$ cat src/rtl/sync_frame_tx.sv
// ============================================================================
// Module   : sync_frame_tx
// Brief    : Serial frame transmitter: sync pattern, payload MSB first, zero gap.
// Revision : 1.0
// ============================================================================
`default_nettype none

module sync_frame_tx #(
  parameter int         DATA_W   = 8,
  parameter logic [3:0] SYNC_PAT = 4'b1101,
  parameter int         GAP      = 2
) (
  input  logic              clk,
  input  logic              rst,
  input  logic              in_valid,
  input  logic [DATA_W-1:0] in_data,
  output logic              in_ready,
  input  logic              abort,
  output logic              out,
  output logic              busy,
  output logic              sof,
  output logic              last
);

  localparam int c_MAX = (DATA_W > GAP) ? ((DATA_W > 4) ? DATA_W : 4)
                                        : ((GAP > 4) ? GAP : 4);
  localparam int c_CW  = $clog2(c_MAX + 1);

  localparam logic [c_CW-1:0] c_SYNC_END = c_CW'(3);
  localparam logic [c_CW-1:0] c_DATA_END = c_CW'(DATA_W - 1);
  localparam logic [c_CW-1:0] c_GAP_END  = c_CW'((GAP > 0) ? (GAP - 1) : 0);

  typedef enum logic [1:0] {
    S_IDLE = 2'd0,
    S_SYNC = 2'd1,
    S_DATA = 2'd2,
    S_GAP  = 2'd3
  } state_t;

  state_t            r_state, w_state_nxt;
  logic [c_CW-1:0]   r_cnt, w_cnt_nxt;
  logic [DATA_W-1:0] r_shift, w_shift_nxt;
  logic              w_out_nxt, w_sof_nxt, w_last_nxt;
  logic              w_accept;

  // abort wins over a simultaneous handshake in IDLE
  assign w_accept = in_valid && in_ready && !abort;

  always_ff @(posedge clk or negedge rst) begin
    if (!rst) begin
      r_state  <= S_IDLE;
      r_cnt    <= '0;
      r_shift  <= '0;
      out      <= 1'b0;
      sof      <= 1'b0;
      last     <= 1'b0;
      in_ready <= 1'b1;
      busy     <= 1'b0;
    end else begin
      r_state  <= w_state_nxt;
      r_cnt    <= w_cnt_nxt;
      r_shift  <= w_shift_nxt;
      out      <= w_out_nxt;
      sof      <= w_sof_nxt;
      last     <= w_last_nxt;
      in_ready <= (w_state_nxt == S_IDLE);
      busy     <= (w_state_nxt != S_IDLE);
    end
  end

  // Outputs are computed for the cycle after the edge, so out/sof/last
  // line up with the state the block is entering.
  always_comb begin
    w_state_nxt = r_state;
    w_cnt_nxt   = r_cnt;
    w_shift_nxt = r_shift;
    w_out_nxt   = 1'b0;
    w_sof_nxt   = 1'b0;
    w_last_nxt  = 1'b0;

    case (r_state)
      S_IDLE: begin
        if (w_accept) begin
          w_state_nxt = S_SYNC;
          w_cnt_nxt   = '0;
          w_shift_nxt = in_data;
          w_out_nxt   = SYNC_PAT[3];
          w_sof_nxt   = 1'b1;
        end
      end
      S_SYNC: begin
        if (r_cnt == c_SYNC_END) begin
          w_state_nxt = S_DATA;
          w_cnt_nxt   = '0;
          w_out_nxt   = r_shift[DATA_W-1];
          w_shift_nxt = r_shift << 1;
          w_last_nxt  = (c_DATA_END == '0);
        end else begin
          w_cnt_nxt = r_cnt + c_CW'(1);
          if (r_cnt == '0) begin
            w_out_nxt = SYNC_PAT[2];
          end else if (r_cnt == c_CW'(1)) begin
            w_out_nxt = SYNC_PAT[1];
          end else begin
            w_out_nxt = SYNC_PAT[0];
          end
        end
      end
      S_DATA: begin
        if (r_cnt == c_DATA_END) begin
          w_cnt_nxt   = '0;
          w_state_nxt = (GAP > 0) ? S_GAP : S_IDLE;
        end else begin
          w_cnt_nxt   = r_cnt + c_CW'(1);
          w_out_nxt   = r_shift[DATA_W-1];
          w_shift_nxt = r_shift << 1;
          w_last_nxt  = ((r_cnt + c_CW'(1)) == c_DATA_END);
        end
      end
      S_GAP: begin
        if (r_cnt == c_GAP_END) begin
          w_state_nxt = S_IDLE;
          w_cnt_nxt   = '0;
        end else begin
          w_cnt_nxt = r_cnt + c_CW'(1);
        end
      end
      default: begin
        w_state_nxt = S_IDLE;
        w_cnt_nxt   = '0;
      end
    endcase

    if (abort && (r_state != S_IDLE)) begin
      w_state_nxt = S_IDLE;
      w_cnt_nxt   = '0;
      w_shift_nxt = '0;
      w_out_nxt   = 1'b0;
      w_sof_nxt   = 1'b0;
      w_last_nxt  = 1'b0;
    end
  end

endmodule

`default_nettype wire
$ cat config.mk
export PLATFORM = sky130hd
export DESIGN_NAME = sync_frame_tx
export DESIGN_NICKNAME = d
export VERILOG_FILES = /design/src/rtl/sync_frame_tx.sv
export SDC_FILE = /design/constraint.sdc
export NUM_CORES = 1
export LEC_CHECK = 0
export ABC_CLOCK_PERIOD_IN_PS = 2150
export CAP_MARGIN = 20
export CELL_PAD_IN_SITES_DETAIL_PLACEMENT = 0
export CELL_PAD_IN_SITES_GLOBAL_PLACEMENT = 1
export CORE_ASPECT_RATIO = 0.9
export CORE_MARGIN = 4
export CORE_UTILIZATION = 35
export CTS_CLUSTER_SIZE = 30
export DETAILED_ROUTE_END_ITERATION = 10
export PLACE_DENSITY = 0.63
export SETUP_SLACK_MARGIN = 0.15
export SLEW_MARGIN = 20
export SYNTH_ARGS = -nofsm -noshare
export SYNTH_HDL_FRONTEND = slang
export SYNTH_SLANG_ARGS = --single-unit
$ cat constraint.sdc
create_clock -name clk -period 2.15 [get_ports clk]
set_input_delay 0.43 -clock clk [delete_from_list [all_inputs] [get_ports clk]]
set_output_delay 0.43 -clock clk [all_outputs]
set_load 0.01 [all_outputs]
Word-level counts from Yosys, hierarchy flattened. Index checks and enable logic that the tools add are counted. W data, S select, Z words.

Word-level logic and storage cells: 59. Output and inout bits: 5. Bits in registers: 19. Input port bits: 12.

Muxes and demuxes: 29. Reduce and logical (&&, ||, !) cells: 11. $add $sub $neg: 1. Eq/ne operators: 10.

Operator list (number): $mux W8 (4); $pmux W8 S3 (1); $mux W4 (5); $pmux W4 S4 (1); $mux W1 (11); $mux W2 (5); $ne A3 B3 Y1 const B (3); $eq A4 B3 Y1 const B (2); $pmux W2 S4 (1); $add A4 B1 Y4 const B (1); $eq A2 B2 Y1 const B (2); $eq A4 B1 Y1 const B (1); $eq A4 B2 Y1 const B (1); $logic_not A2 Y1 (2); $logic_not A4 Y1 (1); $reduce_and A4 Y1 (1); $reduce_bool A2 Y1 (2); $reduce_bool A4 Y1 (1); $logic_and A1 B1 Y1 (3); $pmux W1 S3 (1); $eq A2 B1 Y1 const B (1); $logic_not A1 Y1 (1).

Logic depth before layout (Yosys ltp).
Word-level depth: 6. Mapped depth: 7. Mapped depth without buffers: 6.

Worst setup path after synthesis. OpenSTA, ideal clock, no wires.

Kind: register -> register. Start point: register r_state[1]. End point: register r_shift[0]. Data required time: 2.025 ns. Arrival: 1.796 ns. Setup time: 0.125 ns. Path slack: 0.229 ns. Stages on the path, launching flop included: 8. Clock period less this slack: 1.921 ns. Path buffers: 1. Cell sequence: dfrtp_1 -> inv_1 -> ha_1 -> clkbuf_1 -> nor2b_1 -> nand2b_1 -> o211ai_2 -> mux2_2.

Word-level cells in the longest chain between the ends: 4. Elaborated cells between the ends (all ways): 12. Those cells by class: eq/ne (5); mux (2); reduce/logical (5).

RTL lines: start: declaration (line 40) `state_t r_state, w_state_nxt;`; start signal: assignment (line 60) `r_state <= w_state_nxt;`; $reduce_bool A2 Y1 (line 134) `if (abort && (r_state != S_IDLE)) begin`; $logic_and A1 B1 Y1 (line 134); $ne A3 B3 Y1 (no source line) or $reduce_bool A4 Y1 (tied branches); $reduce_and A4 Y1 (no source line); end signal: assignment (line 62) `r_shift <= w_shift_nxt;`; end: declaration (line 42) `logic [DATA_W-1:0] r_shift, w_shift_nxt;`.

Parallel ways exist; a longest one is shown, timed or not. A chain may end at the register's enable or synchronous reset.

Final worst setup path.
Start point: register r_cnt[1]. End point: register r_cnt[3].

Word-level cells in the longest chain between the ends: 4. Elaborated cells between the ends (all ways): 9. Those cells by class: add/sub (1); eq/ne (3); mux (5).

RTL lines: start: declaration (line 41) `logic [c_CW-1:0] r_cnt, w_cnt_nxt;`; start signal: assignment (line 61) `r_cnt <= w_cnt_nxt;`; $add A4 B1 Y4, or another cell as far along (line 99, 114, 125); $mux W4, on equally long branches (line 121, 110, 92); $pmux W4 S4 * (line 81) `case (r_state)`; $mux W4 * (line 134).

Mark *: on every way between the ends. The rest lies on a longest branch, timed or not.

==> reports/qor.csv <==
stage,metric,value,unit
sta,Tmin final,1950,ps
clock_network,TritonCTS clock tree,built,
clock_network,clk_lat worst skew,250,ps
route,post-DR vias/cell,4.96,
sta,worst hold margin,479,ps
logic_synthesis,Yosys cell types,40,
sta,Layout Skew,0.805,ps
global_routing,GRT overflow,0,
clock_network,CTS Buffer Depth,2,
logic_synthesis,synthesized instance count,113,
power_and_ir_drop,PwrDens,1340,nW/µm²
logic_synthesis,largest cells by area after synthesis,"dfrtp_1 (38%), ha_1 (9.5%), mux2_2 (7.6%), mux2i_1 (5.9%), nor2_1 (4.4%)",
floorplanning,starting density of the core,0.376,
sta,"Slew Viols, Final",0,
setup_path,CP startpoint kind,register,
logic_synthesis,ys flop type,dfrtp_1,
global_routing,Total Routing Usage GR,0.113,
setup_path,R2R depth,6,
logic_synthesis,"area leader, netlist",dfrtp_1,
route,ANT nets after route,0,
clock_network,Root Driver,clkbuf_8,
setup_path,Levels on crit path,6,
sta,Max-slew headroom,0.713,
global_routing,first-pass GRT wire length,4060,µm
worst_hold_path,Hold WC Path Type,input port to async pin,
sta,Final Hold Fails,0,
setup_path,"Buf+Inv Stages, Crit Path",1,
logic_synthesis,async set-reset flop share out of synthesis,1.00,
route,routed vias,893,
sta,final setup fails,0,
place,IO buf count,16,
logic_synthesis,syn nets,134,
setup_path,data arrival time of the worst path,2090,ps
floorplanning,die height,63.3,µm
logic_synthesis,yosys warns,0,
final_layout,Area Growth Syn to Fin,27.5,%
route,wire length per cell,13.4,µm
logic_synthesis,"Seq/Total Area, Yosys",0.401,
place,DP Worst Slack,32.6,ps
sta,TNS Setup,0,ps
setup_path,cell family with most CP delay,compound AO/OA/AOI/OAI gates,
floorplanning,Die X,69.4,µm
setup_path,peak per-stage delay on the critical path,410,ps
setup_path,CP required,2290,ps
final_layout,Layout Utilization,0.479,
sta,worst slew pin tran,430,ps
logic_synthesis,Yosys top cell area share,0.379,
power_and_ir_drop,"Power, Total",2.03,mW
clock_network,"Reg clk slew, reported paths",70,ps
final_layout,share of cells above drive strength 1,0.254,
floorplanning,Die Area,4390,µm²
final_layout,Finished Layout Cells,180,
setup_path,slowest CP cell,dfrtp_1,
flow_run,max-cap violations,0,
route,DRT Pass-1 Iters,4,
place,DP Wirelength,1950,µm
floorplanning,Cell Rows,19,
clock_network,CTS HTree Levels,1,
global_routing,vias in the first global route,844,
place,Placed Cells incl. Taps,175,
setup_path,Setup CP Type,register to register,
logic_synthesis,syn_area_per_cell,10.5,µm²
run_status,outcome,completed,
floorplanning,Core Footprint,3160,µm²
logic_synthesis,Post-Syn Area,1190,µm²
clock_network,CTS buffer count,3,
logic_synthesis,Post-synth EDFFs,0,
route,# DRC,0,
global_routing,initial antenna violation count,0,
setup_path,crit end category,register,
final_layout,ant diodes,0,
sta,RSZ-0062 raised after global routing,true,
route,Routed Wire Length,2420,µm
power_and_ir_drop,"IR drop worst, VDD",0.862,mV
floorplanning,io pins,17,
place,Final Wtd Congestion,0.831,
logic_synthesis,register bit count reported by yosys,19,
setup_path,CP max FO,4,
sta,Tcrit/Tclk final,0.906,
global_routing,largest net degree at the start of global routing,12,
sta,f_max,0.513,GHz
place,placed cell area,1440,µm²
final_layout,nets,160,
final_layout,fin area,1510,µm²
route,initial detailed-routing violation count,36,
clock_network,CTS Sinks,19,
power_and_ir_drop,P_leak,0.668,nW
sta,final worst slack,202,ps
setup_path,"Critical Path, Cell by Cell",inv_1 > ha_1 > or3b_4 > a221oi_2 > nor2_1 > a311o_1,
[state kept, by name, summed over array words and instances, names as in the netlist]
name      count
r_cnt         4
last          1
r_shift       8
in_ready      1
out           1
sof           1
busy          1
r_state       2
[layout make-up]
class	instances	area, µm²
fillers	307	1650
clock buffers	4	45.0
multi-input cells	82	674
well taps	42	52.6
inverters	6	22.5
repair buffers	27	243
flip-flops and latches	19	477
[worst paths after layout]
path	from	to	slack, ps
worst max register to register	r_cnt[1]	r_cnt[3]	200
worst min-delay path	rst	r_cnt[2]	480
min in group clk	r_shift[3]	r_shift[3]	510
max in group asynchronous	rst	r_shift[1]	1170
worst max-delay path	r_cnt[1]	r_cnt[3]	200
worst min register to register	r_shift[3]	r_shift[3]	510
[what timing repair did]
item | CTS | global route
hold buffers | 0 | 0
buffers inserted | 0 | 1
endpoints found under the setup margin | 0 | 13
resized for setup | 0 | 3
[worst reg2reg max path: cells and delay by family, from the launching register on]
kind | cells | cell delay (ps)
AOI/OAI and AO/OA | 2 | 670
and+or+nand+nor | 2 | 500
DFF | 1 | 410
adders and majority gates | 1 | 160
buffers and inverters | 1 | 110
[cell families after synthesis]
group | Yosys count | synth area share
AND/OR/NAND/NOR | 36 | 0.169
buffers and inverters | 12 | 0.0464
AO/OA/AOI/OAI | 22 | 0.154
flip-flops | 19 | 0.401
adder cells (fa/ha/maj) | 9 | 0.0948
multiplexers | 15 | 0.135
[synthesized netlist by cell type, types with 2 or more instances]
| cell type | instances |
|---|---|
| a211oi_1 | 3 |
| a21oi_1 | 2 |
| a31o_2 | 2 |
| a31oi_1 | 3 |
| buf_2 | 2 |
| clkbuf_1 | 3 |
| dfrtp_1 | 18 |
| ha_1 | 9 |
| inv_1 | 6 |
| mux2_2 | 8 |
| mux2i_1 | 7 |
| nand2_1 | 5 |
| nand3b_1 | 2 |
| nor2_1 | 14 |
| nor2b_1 | 2 |
| nor3b_1 | 2 |
| o31ai_1 | 2 |
[power by group]
part	switching [mW]	internal, mW	leakage [nW]
combinational	0.577	0.615	0.401
sequential	0.0874	0.502	0.244
clock	0.111	0.132	0.0228
total	0.776	1.25	0.668
[cell usage in the layout (no fill, tap or decap), types with 2 or more instances in the layout]
cell | netlist | routed
a31o_2 | 2 | 2
a21oi_1 | 2 | 2
a211oi_1 | 3 | 2
dfrtp_1 | 18 | 18
a211oi_2 | 1 | 2
a31oi_1 | 3 | 3
nand2_1 | 5 | 5
inv_1 | 6 | 6
nor2_1 | 14 | 14
buf_4 | 0 | 11
clkdlybuf4s50_1 | 0 | 16
ha_1 | 9 | 9
mux2_2 | 8 | 8
mux2i_1 | 7 | 7
clkbuf_8 | 0 | 3
nor3b_1 | 2 | 2
nor2b_1 | 2 | 2
nand3b_1 | 2 | 2
o31ai_1 | 2 | 2
[routing by layer]
| metal | share of wire | GRT usage | routed length [µm] | up-vias |
|---|---|---|---|---|
| li1 | - | - | - | 458 |
| met1 | 0.55 | 0.173 | 1330 | 418 |
| met2 | 0.41 | 0.157 | 991 | 15 |
| met3 | 0.037 | 0.0318 | 90 | 2 |
| met4 | 0.0041 | 0.0220 | 10 | 0 |
| met5 | 0 | 0 | 0 | - |
Note: power is estimated with default switching activity, not from simulation.
